### src/rtl/fwd_hazard_if.sv
// Operand-forwarding / hazard bus between the ID/EX register, the EX operand muxes and the
// pipeline stall control.
interface fwd_hazard_if #(
  parameter int unsigned REG_AW     = 5,
  parameter int unsigned NUM_SRC    = 2,
  parameter int unsigned FWD_STAGES = 2,
  parameter int unsigned SEL_W      = 2,
  parameter int unsigned STAT_W     = 16
);
  logic [NUM_SRC*REG_AW-1:0]    ex_src_addr;
  logic [NUM_SRC-1:0]           ex_src_used;
  logic [FWD_STAGES*REG_AW-1:0] stg_rd;
  logic [FWD_STAGES-1:0]        stg_regwrite;
  logic [FWD_STAGES-1:0]        stg_is_load;
  logic                         flush;
  logic                         clr_stats;
  logic [NUM_SRC*SEL_W-1:0]     fwd_sel;
  logic                         stall;
  logic [STAT_W-1:0]            stall_count;

  modport master (
    output ex_src_addr, ex_src_used, stg_rd, stg_regwrite, stg_is_load, flush, clr_stats,
    input  fwd_sel, stall, stall_count
  );

  modport slave (
    input  ex_src_addr, ex_src_used, stg_rd, stg_regwrite, stg_is_load, flush, clr_stats,
    output fwd_sel, stall, stall_count
  );
endinterface

### src/rtl/fwd_hazard_unit.sv
// EX-stage RAW forwarding with multi-cycle load-use stall generation and a saturating
// stall-cycle statistic.
module fwd_hazard_unit #(
  parameter int unsigned REG_AW     = 5,
  parameter int unsigned NUM_SRC    = 2,
  parameter int unsigned FWD_STAGES = 2,
  parameter int unsigned LOAD_LAT   = 2,
  parameter int unsigned SEL_W      = 2,
  parameter int unsigned STAT_W     = 16
) (
  input logic        clk,
  input logic        rst,
  fwd_hazard_if.slave bus
);

  localparam int unsigned CntW = $clog2(FWD_STAGES) + 1;

  typedef enum logic {StIdle, StStall} fsmState_e;

  fsmState_e                stateQ, stateD;
  logic [CntW-1:0]          cntQ, cntD;
  logic [CntW-1:0]          waitReq;
  logic [NUM_SRC*SEL_W-1:0] selRaw;
  logic                     hazard;
  logic                     stallInt;
  logic                     found;
  logic [REG_AW-1:0]        srcAddr;
  logic [REG_AW-1:0]        rdAddr;
  logic [STAT_W-1:0]        statQ;

  // Nearest matching stage wins per operand; the required wait is the max over operands.
  always_comb begin
    selRaw  = '0;
    waitReq = '0;
    found   = 1'b0;
    srcAddr = '0;
    rdAddr  = '0;
    for (int i = 0; i < int'(NUM_SRC); i++) begin
      found   = 1'b0;
      srcAddr = bus.ex_src_addr[i*REG_AW +: REG_AW];
      for (int k = 0; k < int'(FWD_STAGES); k++) begin
        rdAddr = bus.stg_rd[k*REG_AW +: REG_AW];
        if (!found && bus.ex_src_used[i] && bus.stg_regwrite[k] &&
            (rdAddr != '0) && (rdAddr == srcAddr)) begin
          found = 1'b1;
          selRaw[i*SEL_W +: SEL_W] = SEL_W'(k + 1);
          if (bus.stg_is_load[k] && (k < int'(LOAD_LAT) - 1) &&
              (CntW'(int'(LOAD_LAT) - 1 - k) > waitReq)) begin
            waitReq = CntW'(int'(LOAD_LAT) - 1 - k);
          end
        end
      end
    end
  end

  assign hazard   = (waitReq != '0);
  assign stallInt = !rst && ((stateQ == StStall) || hazard);

  assign bus.stall       = stallInt;
  assign bus.fwd_sel     = (rst || stallInt) ? '0 : selRaw;
  assign bus.stall_count = statQ;

  // IDLE covers the first stall cycle combinationally; STALL counts down the remaining W-1.
  always_comb begin
    stateD = stateQ;
    cntD   = cntQ;
    if (bus.flush) begin
      stateD = StIdle;
      cntD   = '0;
    end else begin
      unique case (stateQ)
        StIdle: begin
          if (hazard && (waitReq > CntW'(1))) begin
            stateD = StStall;
            cntD   = waitReq - CntW'(2);
          end
        end
        StStall: begin
          if (cntQ == '0) begin
            stateD = StIdle;
          end else begin
            cntD = cntQ - CntW'(1);
          end
        end
        default: begin
          stateD = StIdle;
          cntD   = '0;
        end
      endcase
    end
  end

  always_ff @(posedge clk or posedge rst) begin
    if (rst) begin
      stateQ <= StIdle;
      cntQ   <= '0;
    end else begin
      stateQ <= stateD;
      cntQ   <= cntD;
    end
  end

  always_ff @(posedge clk or posedge rst) begin
    if (rst) begin
      statQ <= '0;
    end else if (bus.clr_stats) begin
      statQ <= '0;
    end else if (stallInt && (statQ != '1)) begin
      statQ <= statQ + STAT_W'(1);
    end
  end

endmodule
### src/flat_wrapper.sv
// flat-port wrapper written by rule: the top's interface ports become plain ports
module fwd_hazard_unit_flat 
#(
  parameter int unsigned REG_AW     = 5,
  parameter int unsigned NUM_SRC    = 2,
  parameter int unsigned FWD_STAGES = 2,
  parameter int unsigned LOAD_LAT   = 2,
  parameter int unsigned SEL_W      = 2,
  parameter int unsigned STAT_W     = 16
)
  (clk, rst, bus_ex_src_addr, bus_ex_src_used, bus_stg_rd, bus_stg_regwrite, bus_stg_is_load, bus_flush, bus_clr_stats, bus_fwd_sel, bus_stall, bus_stall_count);
  fwd_hazard_if #(.REG_AW(REG_AW), .NUM_SRC(NUM_SRC), .FWD_STAGES(FWD_STAGES), .SEL_W(SEL_W), .STAT_W(STAT_W)) bus_i ();
  input logic clk;
  input logic rst;
  input wire logic [$bits(bus_i.ex_src_addr)-1:0] bus_ex_src_addr;
  input wire logic [$bits(bus_i.ex_src_used)-1:0] bus_ex_src_used;
  input wire logic [$bits(bus_i.stg_rd)-1:0] bus_stg_rd;
  input wire logic [$bits(bus_i.stg_regwrite)-1:0] bus_stg_regwrite;
  input wire logic [$bits(bus_i.stg_is_load)-1:0] bus_stg_is_load;
  input wire logic [$bits(bus_i.flush)-1:0] bus_flush;
  input wire logic [$bits(bus_i.clr_stats)-1:0] bus_clr_stats;
  output wire logic [$bits(bus_i.fwd_sel)-1:0] bus_fwd_sel;
  output wire logic [$bits(bus_i.stall)-1:0] bus_stall;
  output wire logic [$bits(bus_i.stall_count)-1:0] bus_stall_count;
  assign bus_i.ex_src_addr = bus_ex_src_addr;
  assign bus_i.ex_src_used = bus_ex_src_used;
  assign bus_i.stg_rd = bus_stg_rd;
  assign bus_i.stg_regwrite = bus_stg_regwrite;
  assign bus_i.stg_is_load = bus_stg_is_load;
  assign bus_i.flush = bus_flush;
  assign bus_i.clr_stats = bus_clr_stats;
  assign bus_fwd_sel = bus_i.fwd_sel;
  assign bus_stall = bus_i.stall;
  assign bus_stall_count = bus_i.stall_count;
  fwd_hazard_unit #(.REG_AW(REG_AW), .NUM_SRC(NUM_SRC), .FWD_STAGES(FWD_STAGES), .LOAD_LAT(LOAD_LAT), .SEL_W(SEL_W), .STAT_W(STAT_W)) u_core (.clk(clk), .rst(rst), .bus(bus_i));
endmodule
### config.mk
export PLATFORM = sky130hd
export DESIGN_NAME = fwd_hazard_unit_flat
export DESIGN_NICKNAME = d
export VERILOG_FILES = /design/src/rtl/fwd_hazard_if.sv /design/src/rtl/fwd_hazard_unit.sv /design/src/flat_wrapper.sv
export SDC_FILE = /design/constraint.sdc
export NUM_CORES = 1
export LEC_CHECK = 0
export BUFFER_PORTS_ARGS = -buffer_cell sky130_fd_sc_hd__buf_2
export CAP_MARGIN = 20
export CORE_MARGIN = 3
export CORE_UTILIZATION = 52
export CTS_CLUSTER_SIZE = 12
export DETAILED_ROUTE_END_ITERATION = 6
export PLACE_DENSITY = 0.84
export SKIP_LAST_GASP = 1
export SYNTH_ARGS = -nofsm -noshare
export SYNTH_HDL_FRONTEND = slang
export SYNTH_SLANG_ARGS = --single-unit
export TNS_END_PERCENT = 5
### constraint.sdc
create_clock -name clk -period 5.2 [get_ports clk]
set_clock_uncertainty 0.1 [all_clocks]
set_input_delay 0.52 -clock clk [delete_from_list [all_inputs] [get_ports clk]]
set_output_delay 0.52 -clock clk [all_outputs]
set_load 0.03 [all_outputs]
==> summary.md, run 1 <==
| Metric | Value |
|---|---|
| Total of flip-flops plus latches after synthesis | `19` |
| CTS HTree Levels | `1` |
| Antenna Diode Count | `0` |
| Final critical-path share of the clock period | `a little under three fifths` |
| # Post-CTS Setup Buffers | `0` |
| Status | `complete, no violations` |
| Share of cells above drive strength 1 | `31.28%` |
| CTS Hold Buffers Added | `0` |
| Post-Synthesis Cell Area | `1353 µm²` |
| Number of synthesized flops with an enable pin | `0` |
| Crit-path max cell delay | `520 ps` |
| Vertical die dimension | `about 57 µm` |
| Post-layout util | `roughly 70%` |
| Number of library cell types mapped by synthesis | `35` |
| Max clock buf depth | `2` |
| Critical path, cell by cell | `buf_2, or4_1, o21ai_1, a211oi_4, inv_1, o2111ai_1, nor2_1, buf_2` |
| Arrival time worst endpoint | `approximately 2300 ps` |
| Clk Latency, worst-skew pair | `~300 ps` |
| Number of remaining DRC errors | `0` |
| Number of global-route vias before repair | `1387` |
| Count of instances resized after the clock tree is built | `0` |
| Part of the Yosys area used for sequential elements | `35.15%` |
| Average wire length per cell after detail routing | `between 15 and 20 µm` |
| Startpoint types | `primary input` |
| Setup-violating endpoint count in the final report | `0` |
| Worst Setup Path Type | `primary input to primary output` |
| DP HPWL | `about 2.7 mm` |
| Wire length of the first global-routing pass | `approximately 6.0 mm` |
| Number of vias per cell | `between 5 and 6` |
| Synth area leaders | `sky130_fd_sc_hd__dfrtp_1, sky130_fd_sc_hd__xor2_1, sky130_fd_sc_hd__or4_1` |
| Layout area overhead | `21.28%` |
| CP Data Required Time | `between 4000 and 5000 ps` |
| Worst rel slew slack | `a little over 50%` |
| Per-instance average area after synthesis | `9.328 µm²` |
| Number of top-level design ports | `51` |
| Die area | `around 3200 µm²` |
| Final Routed Wirelength | `roughly 3.4 mm` |
| GRT Residual Overflow | `0` |
| Minimum period implied by the final worst setup slack | `about 2900 ps` |
| Achievable frequency | `0.3479 GHz` |
| Fraction of synthesis flops using an asynchronous set or reset pin | `100.0%` |
| Number of standard cells in the layout, taps in and fillers out | `between 200 and 250` |
| Hold crit path type | `primary input to async pin` |
| Clock root buffer | `sky130_fd_sc_hd__clkbuf_4` |
| DP Cell Count | `roughly 220` |
| Worst Max-Slew Pin Slew | `around 730 ps` |
| Most used DFF post-synth | `sky130_fd_sc_hd__dfrtp_1` |
| Standby leakage power | `0.0007681 µW` |
| Master of the slowest instance on the critical path | `sky130_fd_sc_hd__or4_1` |
| Synthesized net count | `roughly 180` |
| Endpoints failing hold | `0` |
| Std-Cell Core Area | `between 2000 and 2500 µm²` |
| Final TNS setup | `0 ps` |
| Number of DRC violations after detailed-routing iteration 0 | `32` |
| Number of cells produced by synthesis | `145` |
| Area fraction of the dominant cell type after synthesis | `between 30% and 40%` |
| Max-capacitance violation count | `0` |
| Synth warnings | `0` |
| Clock tree from TritonCTS | `yes` |
| Effective utilization at floorplan | `around 58%` |
| RSZ-0062 raised after global routing | `false` |
| Count of pins over their slew limit | `0` |
| Remaining antenna violation count | `0` |
| Top fanout value on the critical path | `6` |
| CP Capture Type | `primary output` |
| Die extent in x | `about 57 µm` |
| Worst R2R Path Depth | `7` |
| TritonCTS sink count | `19` |
| Port-buffer cells | `between 40 and 50` |
| Largest net degree at the start of global routing | `20` |
| Cell area power density | `approximately 160 nW/µm²` |
| Leading cell types by count after synthesis | `sky130_fd_sc_hd__dfrtp_1, sky130_fd_sc_hd__xor2_1, sky130_fd_sc_hd__nor2_1, sky130_fd_sc_hd__a21oi_1, sky130_fd_sc_hd__or4_1` |
| Global placer's final weighted congestion | `approximately 0.86` |
| All-layer global routing usage | `between 20 and 25%` |
| Crit-path most repeated cell | `sky130_fd_sc_hd__buf_2` |
| Number of nets in the layout | `between 200 and 250` |
| Total via count after detailed routing | `1303` |
| Initial antenna violation count | `0` |
| Row count | `17` |
| Number of filler cells placed in the layout | `approximately 200` |
| First drt pass iteration count | `4` |
| Biggest area consumer among synthesized cells | `sky130_fd_sc_hd__dfrtp_1` |
| Register-to-Register Setup Slack | `about 2700 ps` |
| Total clock buffers created by CTS | `3` |
| Clock transition time at the flip-flop clock pins of the worst setup and hold paths | `110 ps` |
| Worst VDD drop | `~190 µV` |
## through the flow
step | area [µm²] | power, µW | hold slack (ps) | worst slack, ps
floorplan | 1353 | 174.2 | 371.1 | 2512
global placement | 1614 | 193.0 | 427.9 | 2388
detailed placement | 1614 | 195.1 | 432.7 | 2331
CTS | 1640 | 270.6 | 280.1 | 2323
global route | 1640 | 280.4 | 287.1 | 2136
finish | 1640 | 266.0 | 270.9 | 2325
## final cells by class
| type | count | area [µm²] | share of cell area (%) |
|---|---|---|---|
| Clock buffer | 4 | 26.28 | 1.602 |
| Tap cell | 28 | 35.03 | 2.136 |
| Sequential cell | 19 | 475.5 | 28.99 |
| Inverter | 7 | 26.28 | 1.602 |
| Timing Repair Buffer | 49 | 245.2 | 14.95 |
| Multi-Input combinational cell | 116 | 832.0 | 50.72 |
## metal layers
layer  track usage [%]  share of wire [%]
met4             4.636                  0
met2             38.17                 53
met5                 0                  0
met3             5.204                3.6
met1             29.60                 44
## report_power, final
part | switching, µW | leakage [µW] | internal (µW)
logic | 26.5 | 0.000488 | 18.2
clock network | 43.7 | 0.0000150 | 29.9
registers | 0.0660 | 0.000266 | 148
## layout by cell type, fill, tap and decap left out, types with 2 or more instances in the layout
master,netlist,final
sky130_fd_sc_hd__xnor2_1,6,6
sky130_fd_sc_hd__buf_2,0,49
sky130_fd_sc_hd__or3_1,4,4
sky130_fd_sc_hd__clkbuf_4,0,3
sky130_fd_sc_hd__o2111ai_1,4,4
sky130_fd_sc_hd__or4_1,8,8
sky130_fd_sc_hd__o21ai_0,4,4
sky130_fd_sc_hd__nor2b_1,5,5
sky130_fd_sc_hd__o31ai_1,4,4
sky130_fd_sc_hd__nand2_1,7,7
sky130_fd_sc_hd__dfrtp_1,19,19
sky130_fd_sc_hd__inv_1,7,7
sky130_fd_sc_hd__xor2_1,19,19
sky130_fd_sc_hd__ha_1,2,2
sky130_fd_sc_hd__nand3_1,6,6
sky130_fd_sc_hd__and3_2,3,3
sky130_fd_sc_hd__o21ai_1,3,3
sky130_fd_sc_hd__a21oi_1,8,8
sky130_fd_sc_hd__and3_1,2,2
sky130_fd_sc_hd__nor4_1,3,3
sky130_fd_sc_hd__nor2_1,15,15
## worst paths after layout
| kind | endpoint | start |
|---|---|---|
| setup / recovery | bus_fwd_sel[1] | bus_stg_rd[2] |
| hold / removal | u_core.bus.stall_count[13] | rst |
| setup reg to reg | u_core.bus.stall_count[13] | u_core.bus.stall_count[9] |
| hold reg to reg | u_core.cntQ[0] | u_core.cntQ[0] |
| max in group asynchronous | u_core.bus.stall_count[8] | rst |
| min in group clk | u_core.stateQ | bus_flush |
## worst max-delay path: cells and delay by family
| family | cells | cell delay, ps |
|---|---|---|
| AND/OR/NAND/NOR | 2 | 640 |
| buffers and inverters | 3 | 400 |
| AO/OA/AOI/OAI | 3 | 690 |
## kinds of logic after synthesis
kind of cell	share of synthesized area [%]
AOI/OAI and AO/OA	17.11
DFF	35.15
muxes	1.573
buffers and inverters	3.330
xor gates and xnor gates	16.19
adders and majority gates	1.850
and+or+nand+nor	24.79
## flip-flops by register name, indices dropped and copies added (netlist names)
| name | flops |
|---|---|
| u_core.bus.stall_count | 16 |
| u_core.cntQ | 2 |
| u_core.stateQ | 1 |
Power figures use the tool's default switching activity.
==> run 2: changes to the inputs <==
- CORE_UTILIZATION: 52 -> 49
- PLACE_DENSITY: 0.84 -> 0.8
- clock period: 5.2 -> 3 ns (I/O delays scaled with it)
==> summary.md, run 2 (synthesized netlist as in run 1, its figures left out) <==
| Metric | Value |
|---|---|
| Status | `complete, no violations` |
| Max clock buf depth | `2` |
| Clock transition time at the flip-flop clock pins of the worst setup and hold paths | `roughly 110 ps` |
| Hold crit path type | `primary input to async pin` |
| Master of the slowest instance on the critical path | `sky130_fd_sc_hd__or4_1` |
| Minimum period implied by the final worst setup slack | `approximately 2500 ps` |
| Final critical-path share of the clock period | `between 80% and 90%` |
| DP HPWL | `2.535 mm` |
| Count of pins over their slew limit | `0` |
| GRT Residual Overflow | `0` |
| Tightest hold margin | `slightly below 70 ps` |
| Die extent in x | `58.54 µm` |
| CTS Hold Buffers Added | `0` |
| Initial antenna violation count | `0` |
| Max-capacitance violation count | `0` |
| Die area | `3427 µm²` |
| TritonCTS sink count | `19` |
| Clk Latency, worst-skew pair | `300 ps` |
| Antenna Diode Count | `0` |
| Clock tree from TritonCTS | `yes` |
| CP startpoint | `u_core.bus.stall_count[7]` |
| Count of instances resized after the clock tree is built | `0` |
| Average wire length per cell after detail routing | `14.26 µm` |
| CP bufs+invs | `0` |
| Worst VDD drop | `~330 µV` |
| CP Capture Type | `flop` |
| Startpoint types | `flop` |
| Cell area power density | `about 280 nW/µm²` |
| Flip-flop count of the largest register, all copies and words added | `16` |
| Critical path, cell by cell | `and4_1, and3_1, and3_2, a41oi_4, o21ai_4, or4_1, a21oi_1` |
| CP Data Required Time | `about 3100 ps` |
| Setup-violating endpoint count in the final report | `0` |
| Row count | `18` |
| Cell type group with the largest total delay on the critical path | `simple AND/OR/NAND/NOR gates` |
| Worst Setup Path Type | `flop to flop` |
| Number of global-route vias before repair | `roughly 1200` |
| Top fanout value on the critical path | `17` |
| Leading cell type in the layout, fill and taps excluded | `sky130_fd_sc_hd__buf_2` |
| Total via count after detailed routing | `between 1000 and 1500` |
| Share of cells above drive strength 1 | `a little under a third` |
| Layout area overhead | `21.46%` |
| Crit-path max cell delay | `roughly 500 ps` |
| Wire length of the first global-routing pass | `around 5.2 mm` |
| Worst flop-to-flop path startpoint | `u_core.bus.stall_count[7]` |
| Endpoints failing hold | `0` |
| Most used cells in the layout excluding fill and tap cells | `sky130_fd_sc_hd__buf_2, sky130_fd_sc_hd__xor2_1, sky130_fd_sc_hd__dfrtp_1, sky130_fd_sc_hd__nor2_1` |
| Number of vias per cell | `around 5.7` |
| First drt pass iteration count | `4` |
| Number of top-level design ports | `51` |
| Number of nets in the layout | `about 230` |
| Clock root buffer | `sky130_fd_sc_hd__clkbuf_4` |
| Global placer's final weighted congestion | `between 0.7 and 0.8` |
| # Post-CTS Setup Buffers | `0` |
| Largest net degree at the start of global routing | `20` |
| RSZ-0062 raised after global routing | `false` |
| Arrival time worst endpoint | `around 2600 ps` |
| Standby leakage power | `about 0.00077 µW` |
| Port-buffer cells | `between 40 and 50` |
| Std-Cell Core Area | `2545 µm²` |
| Number of DRC violations after detailed-routing iteration 0 | `between 60 and 70` |
| Effective utilization at floorplan | `a little over half` |
| Total clock buffers created by CTS | `3` |
| Final TNS setup | `0 ps` |
| Worst Max-Slew Pin Slew | `approximately 750 ps` |
| All-layer global routing usage | `between 10% and 20%` |
| Remaining antenna violation count | `0` |
| Worst rel slew slack | `about 50%` |
| Final Routed Wirelength | `~3.2 mm` |
| Achievable frequency | `slightly above 0.4 GHz` |
| CTS HTree Levels | `1` |
| Number of remaining DRC errors | `0` |
| Vertical die dimension | `58.54 µm` |
## run 2: path summary, 6_finish.rpt
check / endpoint / slack [ps] / cells after the start
min: u_core.bus.stall_count[11] / 70 / 2
min in group clk: u_core.cntQ[0] / 70 / 2
max reg2reg: u_core.bus.stall_count[13] / 530 / 7
min reg2reg: u_core.cntQ[0] / 450 / 2
max: u_core.bus.stall_count[13] / 530 / 7
max in group asynchronous: u_core.bus.stall_count[6] / 2260 / 2
## run 2: worst reg2reg max path, cell delays in order, from the launching register on
cell                      delay, ps
sky130_fd_sc_hd__dfrtp_1        450
sky130_fd_sc_hd__and4_1         250
sky130_fd_sc_hd__and3_1         220
sky130_fd_sc_hd__and3_2         240
sky130_fd_sc_hd__a41oi_4        290
sky130_fd_sc_hd__o21ai_4        180
sky130_fd_sc_hd__or4_1          510
sky130_fd_sc_hd__a21oi_1        160
## run 2: cell type report
type / count / area (µm²)
Fill cell: 219 / 902.1
Multi-Input combinational cell: 116 / 832.0
Sequential cell: 19 / 475.5
Timing Repair Buffer: 49 / 245.2
Tap cell: 30 / 37.54
Clock buffer: 4 / 26.28
Inverter: 7 / 26.28
## run 2: per-stage QoR
stage	setup slack [ps]	utilization [%]	power, µW	std cells	cell area [µm²]
after floorplan	658.4	-	301.9	145	1353
after global placement	495.3	63.52	334.8	221	1617
after detailed placement	453.5	63.52	338.2	221	1617
after CTS	544.5	64.55	469.7	225	1643
after global routing	384.4	64.55	488.6	225	1643
final	530.8	64.55	465.8	225	1643
## run 2: report_power, final
group	internal, µW	total, µW	switching, µW
logic	31.5	77.4	45.9
clock network	51.8	132	80.4
registers	256	256	0.111
total	339	466	126
## run 2: metal layers
layer  track usage [%]  routed length, µm
met1             26.38               1432
met2             32.38               1651
met3             4.605                125
met4            0.9934                  0
met5                 0                  0
==> run 3: changes to the inputs <==
- CORE_UTILIZATION: 49 -> 44
- PLACE_DENSITY: 0.8 -> 0.76
- clock period: 3 -> 2.2 ns (I/O delays scaled with it)
==> summary.md, run 3 (synthesized netlist as in run 1, its figures left out) <==
| Metric | Value |
|---|---|
| Worst Setup Path Type | `flop to flop` |
| Endpoints failing hold | `0` |
| Worst VDD drop | `353.5 µV` |
| Worst rel slew slack | `about 50%` |
| Total clock buffers created by CTS | `3` |
| Setup slack of the critical path after layout | `-12.22 ps` |
| Standard cell area after detailed placement | `1769 µm²` |
| DP HPWL | `between 2 and 3 mm` |
| Critical path, cell by cell | `and4_4, and3_4, and3_4, a41oi_4, buf_4, o211ai_2, or3_1, a21oi_1` |
| First drt pass iteration count | `4` |
| Failing checks | `setup timing` |
| Setup-violating endpoint count in the final report | `2` |
| Crit-path max cell delay | `420 ps` |
| Master of the slowest instance on the critical path | `sky130_fd_sc_hd__dfrtp_2` |
| Arrival time worst endpoint | `approximately 2400 ps` |
| Effective utilization at floorplan | `a little under half` |
| Share of cells above drive strength 1 | `between 40% and 50%` |
| Port-buffer cells | `49` |
| Wire length of the first global-routing pass | `around 6.4 mm` |
| Antenna Diode Count | `0` |
| Largest net degree at the start of global routing | `20` |
| Die extent in x | `about 61 µm` |
| Number of vias per cell | `around 5.7` |
| Total via count after detailed routing | `about 1400` |
| Worst Max-Slew Pin Slew | `~750 ps` |
| Leading cell type in the layout, fill and taps excluded | `sky130_fd_sc_hd__buf_2` |
| RSZ-0062 raised after global routing | `true` |
| Global placer's final weighted congestion | `between 0.8 and 0.9` |
| Area of all placed cells without fillers | `roughly 1900 µm²` |
| Tightest hold margin | `approximately 180 ps` |
| CP Capture Type | `flop` |
| Final critical-path share of the clock period | `100.6%` |
| Clock tree from TritonCTS | `yes` |
| Vertical die dimension | `61.45 µm` |
| Number of global-route vias before repair | `between 1000 and 1500` |
| CTS HTree Levels | `1` |
| Remaining antenna violation count | `0` |
| Layout area overhead | `39.04%` |
| Number of top-level design ports | `51` |
| Clock root buffer | `sky130_fd_sc_hd__clkbuf_4` |
| Clock transition time at the flip-flop clock pins of the worst setup and hold paths | `130 ps` |
| Initial antenna violation count | `0` |
| Row count | `19` |
| Number of nets in the layout | `between 200 and 300` |
| Count of pins over their slew limit | `0` |
| Std-Cell Core Area | `between 2000 and 3000 µm²` |
| Final Routed Wirelength | `about 4 mm` |
| All-layer global routing usage | `22.84%` |
| Max clock buf depth | `2` |
| CP bufs+invs | `1` |
| Flip-flop count of the largest register, all copies and words added | `16` |
| Cell type group with the largest total delay on the critical path | `simple AND/OR/NAND/NOR gates` |
| Achievable frequency | `around 0.45 GHz` |
| Most used cells in the layout excluding fill and tap cells | `sky130_fd_sc_hd__buf_2, sky130_fd_sc_hd__buf_4, sky130_fd_sc_hd__xor2_1, sky130_fd_sc_hd__nor2_1, sky130_fd_sc_hd__dfrtp_1` |
| Hold crit path type | `primary input to flop` |
| CP Data Required Time | `roughly 2400 ps` |
| Post-layout util | `between 60% and 70%` |
| Number of filler cells placed in the layout | `around 230` |
| Max-capacitance violation count | `0` |
| Clk Latency, worst-skew pair | `around 320 ps` |
| Startpoint types | `flop` |
| Number of remaining DRC errors | `0` |
| Number of DRC violations after detailed-routing iteration 0 | `73` |
| GRT Residual Overflow | `0` |
| Standby leakage power | `approximately 0.00088 µW` |
| Crit-path most repeated cell | `sky130_fd_sc_hd__and3_4` |
| Die area | `around 3800 µm²` |
| Average wire length per cell after detail routing | `~16 µm` |
| TritonCTS sink count | `19` |
| Cell area power density | `about 350 nW/µm²` |
| Status | `finished with violations` |
| Minimum period implied by the final worst setup slack | `around 2200 ps` |
| Top fanout value on the critical path | `6` |
-- run 3: changes by cell type in the layout (fill, tap and decap cells not counted), sizes merged --
cell,before,now
buf,49,72
clkbuf,4,3
o21ai,8,9
dlygate4sd3,0,2
clkinv,0,1
-- run 3: path summary, 6_finish.rpt --
path | endpoint | depth (start not counted) | start | slack, ps
max | u_core.bus.stall_count[12] | 8 | u_core.bus.stall_count[6] | -10
min | u_core.bus.stall_count[6] | 2 | bus_clr_stats | 180
max reg2reg | u_core.bus.stall_count[12] | 8 | u_core.bus.stall_count[6] | -10
min reg2reg | u_core.cntQ[0] | 2 | u_core.cntQ[0] | 470
max in group asynchronous | u_core.bus.stall_count[7] | 3 | rst | 980
min in group asynchronous | u_core.bus.stall_count[5] | 3 | rst | 510
-- run 3: per-stage QoR --
step                      TNS, ps  cells  total power (µW)  setup slack [ps]
after global placement     -550.2    240             468.8            -65.55
final                      -16.07    252             665.8            -12.22
after floorplan            -30.41    145             411.7            -14.53
after global routing       -928.1    252             700.1            -102.3
after CTS                  -7.349    251             668.2            -4.996
after detailed placement    -1119    240             473.8            -118.5
-- run 3: area by class of cell --
| class | count | area [µm²] | area share [%] |
|---|---|---|---|
| Clock buffer | 3 | 22.52 | 1.198 |
| Clock inverter | 1 | 5.005 | 0.2661 |
| Inverter | 7 | 26.28 | 1.397 |
| Multi-Input combinational cell | 117 | 863.3 | 45.91 |
| Sequential cell | 19 | 480.5 | 25.55 |
| Tap cell | 31 | 38.79 | 2.063 |
| Timing Repair Buffer | 74 | 444.2 | 23.62 |
-- run 3: per-layer routing --
metal  up-vias  routed length [µm]  track usage [%]
li1        677                   -                -
met1       701                1552            26.64
met2        39                2156            40.03
met3        14                 154            4.193
met4         0                 133            11.21
met5         -                   0                0
-- run 3: worst register-to-register path, delay by kind of cell (launching register included) --
family	cells	cell delay, ps
simple gates	4	890
compound gates	3	560
flops	1	420
buf+inv	1	180
-- run 3: power breakdown --
part           internal, µW  switching (µW)  leakage [µW]
Combinational          56.5            71.3      0.000608
Clock                  68.1             121     0.0000177
Sequential              349          0.0648      0.000259
-- run 3: what timing repair did --
action                                 CTS  global route
hold buffers                             2             0
endpoints found under the hold margin   17             0
buffers inserted                         4             1
pin swaps                                5             4
gates cloned                             1             0
gates resized for setup                  2             2
setup endpoints to repair                5            14
